### src/rtl/avmm_lvds_bridge_avs_arb.sv
// Round-robin arbiter that serialises N Avalon-MM burst slave channels onto one
// 32-bit request stream and returns read responses from a 32-bit response stream.
module avmm_lvds_bridge_avs_arb #(
  parameter int unsigned N_CH       = 2,
  parameter int unsigned ADDR_W     = 19,
  parameter int unsigned BURSTCNT_W = 11,
  parameter int unsigned TIMEOUT    = 1024
) (
  input  logic                       clk_i,
  input  logic                       rst_i,
  input  logic [N_CH*ADDR_W-1:0]     s_address_i,
  input  logic [N_CH*32-1:0]         s_writedata_i,
  input  logic [N_CH-1:0]            s_write_i,
  input  logic [N_CH-1:0]            s_read_i,
  input  logic [N_CH*BURSTCNT_W-1:0] s_burstcount_i,
  output logic [N_CH-1:0]            s_waitrequest_o,
  output logic [N_CH-1:0]            s_readdatavalid_o,
  output logic [31:0]                s_readdata_o,
  output logic [31:0]                req_data_o,
  output logic                       req_valid_o,
  input  logic                       req_ready_i,
  input  logic [31:0]                resp_data_i,
  input  logic                       resp_valid_i,
  output logic                       err_o
);

  localparam int unsigned CH_W  = (N_CH > 1) ? $clog2(N_CH) : 1;
  localparam int unsigned TMR_W = $clog2(TIMEOUT + 1);

  typedef enum logic [2:0] {IDLE, HDR, ADDR, WDATA, RWAIT} state_t;

  state_t                state_q, state_n;
  logic [CH_W-1:0]       grant_q, grant_n;
  logic [CH_W-1:0]       last_q, last_n;
  logic                  rnw_q, rnw_n;
  logic [ADDR_W-1:0]     addr_q, addr_n;
  logic [BURSTCNT_W-1:0] rem_q, rem_n;
  logic [TMR_W-1:0]      tmr_q, tmr_n;
  logic                  to_q, to_n;
  logic [31:0]           rdata_n;
  logic [N_CH-1:0]       rdv_n;
  logic                  err_n;

  logic                  found;
  logic [CH_W-1:0]       pick;
  logic [CH_W-1:0]       idx;
  logic                  last_beat;

  logic [ADDR_W-1:0]     addr_a  [N_CH];
  logic [31:0]           wdata_a [N_CH];
  logic [BURSTCNT_W-1:0] bc_a    [N_CH];

  // Per-channel views of the packed slave buses
  for (genvar k = 0; k < N_CH; k++) begin : g_unpack
    assign addr_a[k]  = s_address_i[k*ADDR_W +: ADDR_W];
    assign wdata_a[k] = s_writedata_i[k*32 +: 32];
    assign bc_a[k]    = s_burstcount_i[k*BURSTCNT_W +: BURSTCNT_W];
  end

  // State and registered outputs
  always_ff @(posedge clk_i or posedge rst_i) begin
    if (rst_i) begin
      state_q           <= IDLE;
      grant_q           <= '0;
      last_q            <= CH_W'(N_CH - 1);
      rnw_q             <= 1'b0;
      addr_q            <= '0;
      rem_q             <= '0;
      tmr_q             <= '0;
      to_q              <= 1'b0;
      s_readdata_o      <= '0;
      s_readdatavalid_o <= '0;
      err_o             <= 1'b0;
    end else begin
      state_q           <= state_n;
      grant_q           <= grant_n;
      last_q            <= last_n;
      rnw_q             <= rnw_n;
      addr_q            <= addr_n;
      rem_q             <= rem_n;
      tmr_q             <= tmr_n;
      to_q              <= to_n;
      s_readdata_o      <= rdata_n;
      s_readdatavalid_o <= rdv_n;
      err_o             <= err_n;
    end
  end

  // Next-state, arbitration and stream-side outputs
  always_comb begin
    state_n         = state_q;
    grant_n         = grant_q;
    last_n          = last_q;
    rnw_n           = rnw_q;
    addr_n          = addr_q;
    rem_n           = rem_q;
    tmr_n           = tmr_q;
    to_n            = to_q;
    rdata_n         = s_readdata_o;
    rdv_n           = '0;
    err_n           = err_o;
    req_valid_o     = 1'b0;
    req_data_o      = '0;
    s_waitrequest_o = '1;
    found           = 1'b0;
    pick            = last_q;
    idx             = '0;
    last_beat       = (rem_q == BURSTCNT_W'(1));

    // Search starts just after the most recent grant
    for (int unsigned i = 1; i <= N_CH; i++) begin
      idx = CH_W'((32'(last_q) + i) % N_CH);
      if (!found && (s_read_i[idx] || s_write_i[idx])) begin
        found = 1'b1;
        pick  = idx;
      end
    end

    // Responses are only meaningful while a read is waiting
    if (resp_valid_i && (state_q != RWAIT || to_q)) begin
      err_n = 1'b1;
    end

    case (state_q)
      IDLE: begin
        if (found) begin
          grant_n = pick;
          last_n  = pick;
          rnw_n   = s_read_i[pick];
          addr_n  = addr_a[pick];
          rem_n   = (bc_a[pick] == '0) ? BURSTCNT_W'(1) : bc_a[pick];
          tmr_n   = '0;
          to_n    = 1'b0;
          state_n = HDR;
          if (s_read_i[pick] && s_write_i[pick]) begin
            err_n = 1'b1;
          end
        end
      end
      HDR: begin
        req_valid_o = 1'b1;
        req_data_o  = {rnw_q, 3'(grant_q), 12'b0, 16'(rem_q)};
        if (req_ready_i) begin
          state_n = ADDR;
        end
      end
      ADDR: begin
        req_valid_o = 1'b1;
        req_data_o  = 32'(addr_q);
        if (rnw_q) begin
          s_waitrequest_o[grant_q] = ~req_ready_i;
        end
        if (req_ready_i) begin
          state_n = rnw_q ? RWAIT : WDATA;
        end
      end
      WDATA: begin
        req_valid_o              = s_write_i[grant_q];
        req_data_o               = wdata_a[grant_q];
        s_waitrequest_o[grant_q] = ~req_ready_i;
        if (s_write_i[grant_q] && req_ready_i) begin
          rem_n = rem_q - BURSTCNT_W'(1);
          if (last_beat) begin
            state_n = IDLE;
          end
        end
      end
      RWAIT: begin
        if (to_q) begin
          // Timed out: flush remaining beats with a poison word
          rdata_n        = 32'hDEAD_BEEF;
          rdv_n[grant_q] = 1'b1;
          rem_n          = rem_q - BURSTCNT_W'(1);
          if (last_beat) begin
            state_n = IDLE;
          end
        end else if (resp_valid_i) begin
          rdata_n        = resp_data_i;
          rdv_n[grant_q] = 1'b1;
          rem_n          = rem_q - BURSTCNT_W'(1);
          tmr_n          = '0;
          if (last_beat) begin
            state_n = IDLE;
          end
        end else if (tmr_q == TMR_W'(TIMEOUT - 1)) begin
          to_n  = 1'b1;
          err_n = 1'b1;
        end else begin
          tmr_n = tmr_q + TMR_W'(1);
        end
      end
      default: state_n = IDLE;
    endcase
  end

endmodule

### config.mk
export PLATFORM = sky130hd
export DESIGN_NAME = avmm_lvds_bridge_avs_arb
export DESIGN_NICKNAME = d
export VERILOG_FILES = /design/src/rtl/avmm_lvds_bridge_avs_arb.sv
export SDC_FILE = /design/constraint.sdc
export NUM_CORES = 1
export LEC_CHECK = 0
export CAP_MARGIN = 0
export CORE_MARGIN = 4
export CORE_UTILIZATION = 45
export DETAILED_ROUTE_END_ITERATION = 8
export PLACE_DENSITY = 0.95
export SYNTH_ARGS = -nofsm -noshare
export SYNTH_HDL_FRONTEND = slang
export SYNTH_SLANG_ARGS = --single-unit
export TNS_END_PERCENT = 5
### constraint.sdc
create_clock -name clk_i -period 7.08 [get_ports clk_i]
set_input_delay 1.77 -clock clk_i [delete_from_list [all_inputs] [get_ports clk_i]]
set_output_delay 1.77 -clock clk_i [all_outputs]
set_load 0.05 [all_outputs]
==> summary.md <==
| Metric | Value |
|---|---|
| Status | `complete, no violations` |
| Post-cts hold buffer count | `0` |
| IO Port Bufs | `233` |
| Number of vias in the routed layout | `slightly above 5,000` |
| Share of flip-flops with an asynchronous set or reset | `100.0%` |
| Register area | `slightly above 2000 um^2` |
| Worst-case clock buffer depth | `2` |
| Achievable Freq | `181.9 MHz` |
| Crit path to | `req_valid_o` |
| Placement row count | `38` |
| Placed wire-length estimate after detailed placement | `12,250 um` |
| Die outline area | `between 10,000 and 15,000 um^2` |
| Count of antenna-violating nets left after detailed routing | `0` |
| Root Buffer Master | `sky130_fd_sc_hd__clkbuf_8` |
| RSZ-0062 raised after global routing | `no` |
| Die boundary width | `113.6 um` |
| Fraction of the yosys area taken by sequential cells | `41.41%` |
| Required time of the critical path | `around 5.3 ns` |
| Final non-filler cell area | `7600 um^2` |
| Combined area of the multi-input logic cells | `2723 um^2` |
| Headroom to the max-slew limit | `between 20% and 30%` |
| Largest fanout on the critical path | `5` |
| Detail-routed net length per standard cell | `around 17 um` |
| Number of antenna violations at the first check in global routing | `0` |
| H-tree depth reported by CTS | `3` |
| Die boundary height | `around 110 um` |
| Primary FF master, synth | `sky130_fd_sc_hd__dfrtp_1` |
| Net count, final | `965` |
| Setup Total Neg Slack | `0 ns` |
| Final wirelength | `15,990 um` |
| CTS tree | `done` |
| Num CTS Buffers | `9` |
| Overall global routing resource usage | `around 24%` |
| Number of filler cells placed in the layout | `797` |
| Post-synth EDFFs | `0` |
| Residual DRC | `0` |
| Share of Yosys cell area claimed by the top area cell type | `roughly two fifths` |
| Average footprint of a synthesized cell | `8.477 um^2` |
| Arrival time worst endpoint | `3.73 ns` |
| R2R cell count | `5` |
| Inserted Diodes | `0` |
| Via density | `5.435` |
| Leftover overflow at the end of global routing | `0` |
| Initial detailed-routing violation count | `334` |
| Number of iterations in the first detailed-routing pass | `5` |
| Cell area after placement | `around 7400 um^2` |
| Final hold vios | `0` |
| Later-pin clock latency in the skew report | `0.35 ns` |
| Final Skew | `0.009687 ns` |
| Setup crit end kind | `output port` |
| Yosys warning total | `0` |
| Layout area overhead | `51.43%` |
| Post-synth net total | `759` |
| CP startpoint kind | `input pin` |
| Largest cells by area after synthesis | `sky130_fd_sc_hd__dfrtp_1 41%, sky130_fd_sc_hd__mux2i_1 12%, sky130_fd_sc_hd__nand2_1 9.0%, sky130_fd_sc_hd__o21ai_0 6.8%, sky130_fd_sc_hd__nor2_1 4.8%` |
| Critical R2R Launch | `state_q[1]$_DFFE_PP0P_` |
| VDD IR-drop max | `0.0005041 V` |
| Max-slew violation count | `0` |
| Number of gates resized after CTS | `0` |
| Terminus of the critical flop-to-flop path | `state_q[2]$_DFFE_PP0P_` |
| Actual transition at the worst max-transition pin | `1.098 ns` |
| Proportion of layout cells with a drive suffix above 1 | `4.608%` |
| Worst setup path class | `in -> out` |
| Leading area contributor after synthesis | `sky130_fd_sc_hd__dfrtp_1` |
| Share of the cycle needed by the critical path after routing | `between 70% and 80%` |
| Setup-violating endpoint count in the final report | `0` |
| Synth Cell Area | `5019 um^2` |
| Setup Fix Bufs, Post-CTS | `0` |
| Placer Congestion | `0.8686` |
| TritonCTS sink count | `83` |
| Final core occ | `69.80%` |
| Maximum number of pins on one net before global-route repair | `56` |
| Hold Crit Class | `reg -> reg` |
| Initial core utilization | `46.09%` |
| I/O pin total | `approximately 230` |
| Number of distinct library cells after synthesis | `63` |
| Flip-flop and latch count after synthesis | `83` |
| Timing startpoint of the critical path | `s_write_i[1]` |
| Synth Instances | `592` |
| Wire length of the first global-routing pass | `25,120 um` |
| Ratio of total power to cell area | `around 440 nW/um^2` |
| Worst-case register-to-register setup slack | `4.13 ns` |
| CTS clock-pin slew for the worst setup and hold paths | `0.08 ns` |
| Vias in the first global route | `4,969` |
| Maximum capacitance violations | `0` |
| Core outline area | `10,890 um^2` |
| Leakage | `about 0.0033 uW` |
| Final worst path period need | `5.499 ns` |
==> per-stage QoR <==
step	hold slack (ns)	setup WS, ns	total power, uW	cells
finish	0.4677	1.581	3337	943
floorplan	0.4497	2.255	2273	592
global route	0.5103	1.493	3536	943
CTS	0.4731	1.582	3353	943
detailed placement	0.4543	1.575	2948	927
global placement	0.4484	1.592	2898	927
==> worst max-delay path: stages <==
cell and delay [ns]:
sky130_fd_sc_hd__clkdlybuf4s50_1 0.48, sky130_fd_sc_hd__mux2i_1 0.55, sky130_fd_sc_hd__a31oi_1 0.15, sky130_fd_sc_hd__clkdlybuf4s50_1 0.78
==> layout by cell type, fill, tap and decap left out, drive strengths merged, types with 3 or more instances in the layout <==
cell type,instances
clkdlybuf4s50,233
nand4,3
nor2,65
a22o,3
buf,4
nand3b,11
nor4,7
mux2,4
mux2i,60
a21o,4
a31oi,4
nand3,4
clkbuf,11
a211oi,4
dfrtp,82
inv,5
o21ai,71
ha,3
nor3,11
or2,3
a21oi,22
xnor2,3
a22oi,12
nand2b,7
o22ai,3
clkinv,3
nand2,120
==> synthesized netlist by cell type, types with 2 or more instances <==
| library cell | count |
|---|---|
| sky130_fd_sc_hd__nand2_1 | 120 |
| sky130_fd_sc_hd__dfrtp_1 | 82 |
| sky130_fd_sc_hd__o21ai_0 | 68 |
| sky130_fd_sc_hd__nor2_1 | 64 |
| sky130_fd_sc_hd__mux2i_1 | 60 |
| sky130_fd_sc_hd__clkbuf_1 | 27 |
| sky130_fd_sc_hd__a21oi_1 | 22 |
| sky130_fd_sc_hd__a22oi_1 | 12 |
| sky130_fd_sc_hd__nand3b_1 | 11 |
| sky130_fd_sc_hd__nor3_1 | 11 |
| sky130_fd_sc_hd__buf_2 | 8 |
| sky130_fd_sc_hd__nand2b_1 | 7 |
| sky130_fd_sc_hd__inv_1 | 6 |
| sky130_fd_sc_hd__nor4_1 | 6 |
| sky130_fd_sc_hd__a21o_1 | 4 |
| sky130_fd_sc_hd__a31oi_1 | 4 |
| sky130_fd_sc_hd__mux2_2 | 4 |
| sky130_fd_sc_hd__nand3_1 | 4 |
| sky130_fd_sc_hd__a211oi_1 | 3 |
| sky130_fd_sc_hd__a22o_1 | 3 |
| sky130_fd_sc_hd__buf_1 | 3 |
| sky130_fd_sc_hd__ha_1 | 3 |
| sky130_fd_sc_hd__nand4_1 | 3 |
| sky130_fd_sc_hd__o22ai_1 | 3 |
| sky130_fd_sc_hd__xnor2_1 | 3 |
| sky130_fd_sc_hd__a211o_1 | 2 |
| sky130_fd_sc_hd__and2_1 | 2 |
| sky130_fd_sc_hd__and3_1 | 2 |
| sky130_fd_sc_hd__buf_6 | 2 |
| sky130_fd_sc_hd__nand4b_1 | 2 |
| sky130_fd_sc_hd__nor3b_1 | 2 |
| sky130_fd_sc_hd__nor4b_1 | 2 |
| sky130_fd_sc_hd__o211ai_1 | 2 |
| sky130_fd_sc_hd__o21a_1 | 2 |
| sky130_fd_sc_hd__o21ai_1 | 2 |
| sky130_fd_sc_hd__o221ai_1 | 2 |
| sky130_fd_sc_hd__o41ai_1 | 2 |
| sky130_fd_sc_hd__or3_1 | 2 |
==> metal layers <==
layer / vias up / share of wire, % / GRT usage (%)
met5: - / 0 / 0
met4: 0 / 2.3 / 8.413
met3: 26 / 7.7 / 6.313
met2: 203 / 50 / 42.05
met1: 2395 / 40 / 29.64
li1: 2501 / - / -
==> where the power goes <==
group          total (uW)  switching [uW]  internal [uW]
clock                 397             178            219
sequential            879             219            660
combinational        2060            1310            754
total                3340            1700           1630
==> worst min path at each step <==
stage,from,cells past startpoint,endpoint,slack [ns]
6_report,s_readdata_o[6]$_DFFE_PP0P_,2,s_readdata_o[6]$_DFFE_PP0P_,0.47
5_1_grt,s_readdata_o[18]$_DFFE_PP0P_,2,s_readdata_o[18]$_DFFE_PP0P_,0.51
4_1_cts,s_readdata_o[6]$_DFFE_PP0P_,2,s_readdata_o[6]$_DFFE_PP0P_,0.47
3_5_place_dp,s_readdata_o[6]$_DFFE_PP0P_,2,s_readdata_o[6]$_DFFE_PP0P_,0.45
3_3_place_gp,s_readdata_o[18]$_DFFE_PP0P_,2,s_readdata_o[18]$_DFFE_PP0P_,0.45
2_1_floorplan,addr_q[11]$_DFFE_PP0P_,2,addr_q[11]$_DFFE_PP0P_,0.45
==> registers in the layout, summed over array words and instances, names as in the netlist <==
signal             cells
addr_q                19
err_o                  1
grant_q                1
last_q                 1
rem_q                 11
rnw_q                  1
s_readdata_o          32
s_readdatavalid_o      2
state_q                3
tmr_q                 11
to_q                   1
==> area by class of cell <==
cell class / count / area share (%)
Tap cell: 140 / 2.305
Clock inverter: 5 / 1.120
Sequential cell: 83 / 27.36
Inverter: 6 / 0.3128
Multi-Input combinational cell: 461 / 35.82
Timing Repair Buffer: 237 / 31.08
Clock buffer: 11 / 1.992
==> cells by family after synthesis <==
kind of cell | Yosys count | share of synthesized area, %
adders and majority gates | 3 | 0.7480
AOI/OAI and AO/OA | 144 | 17.90
muxes | 64 | 12.86
buffers and inverters | 48 | 4.388
and+or+nand+nor | 247 | 22.16
DFF | 83 | 41.41
xor gates and xnor gates | 3 | 0.5237
(Power assumes the default switching activity.)
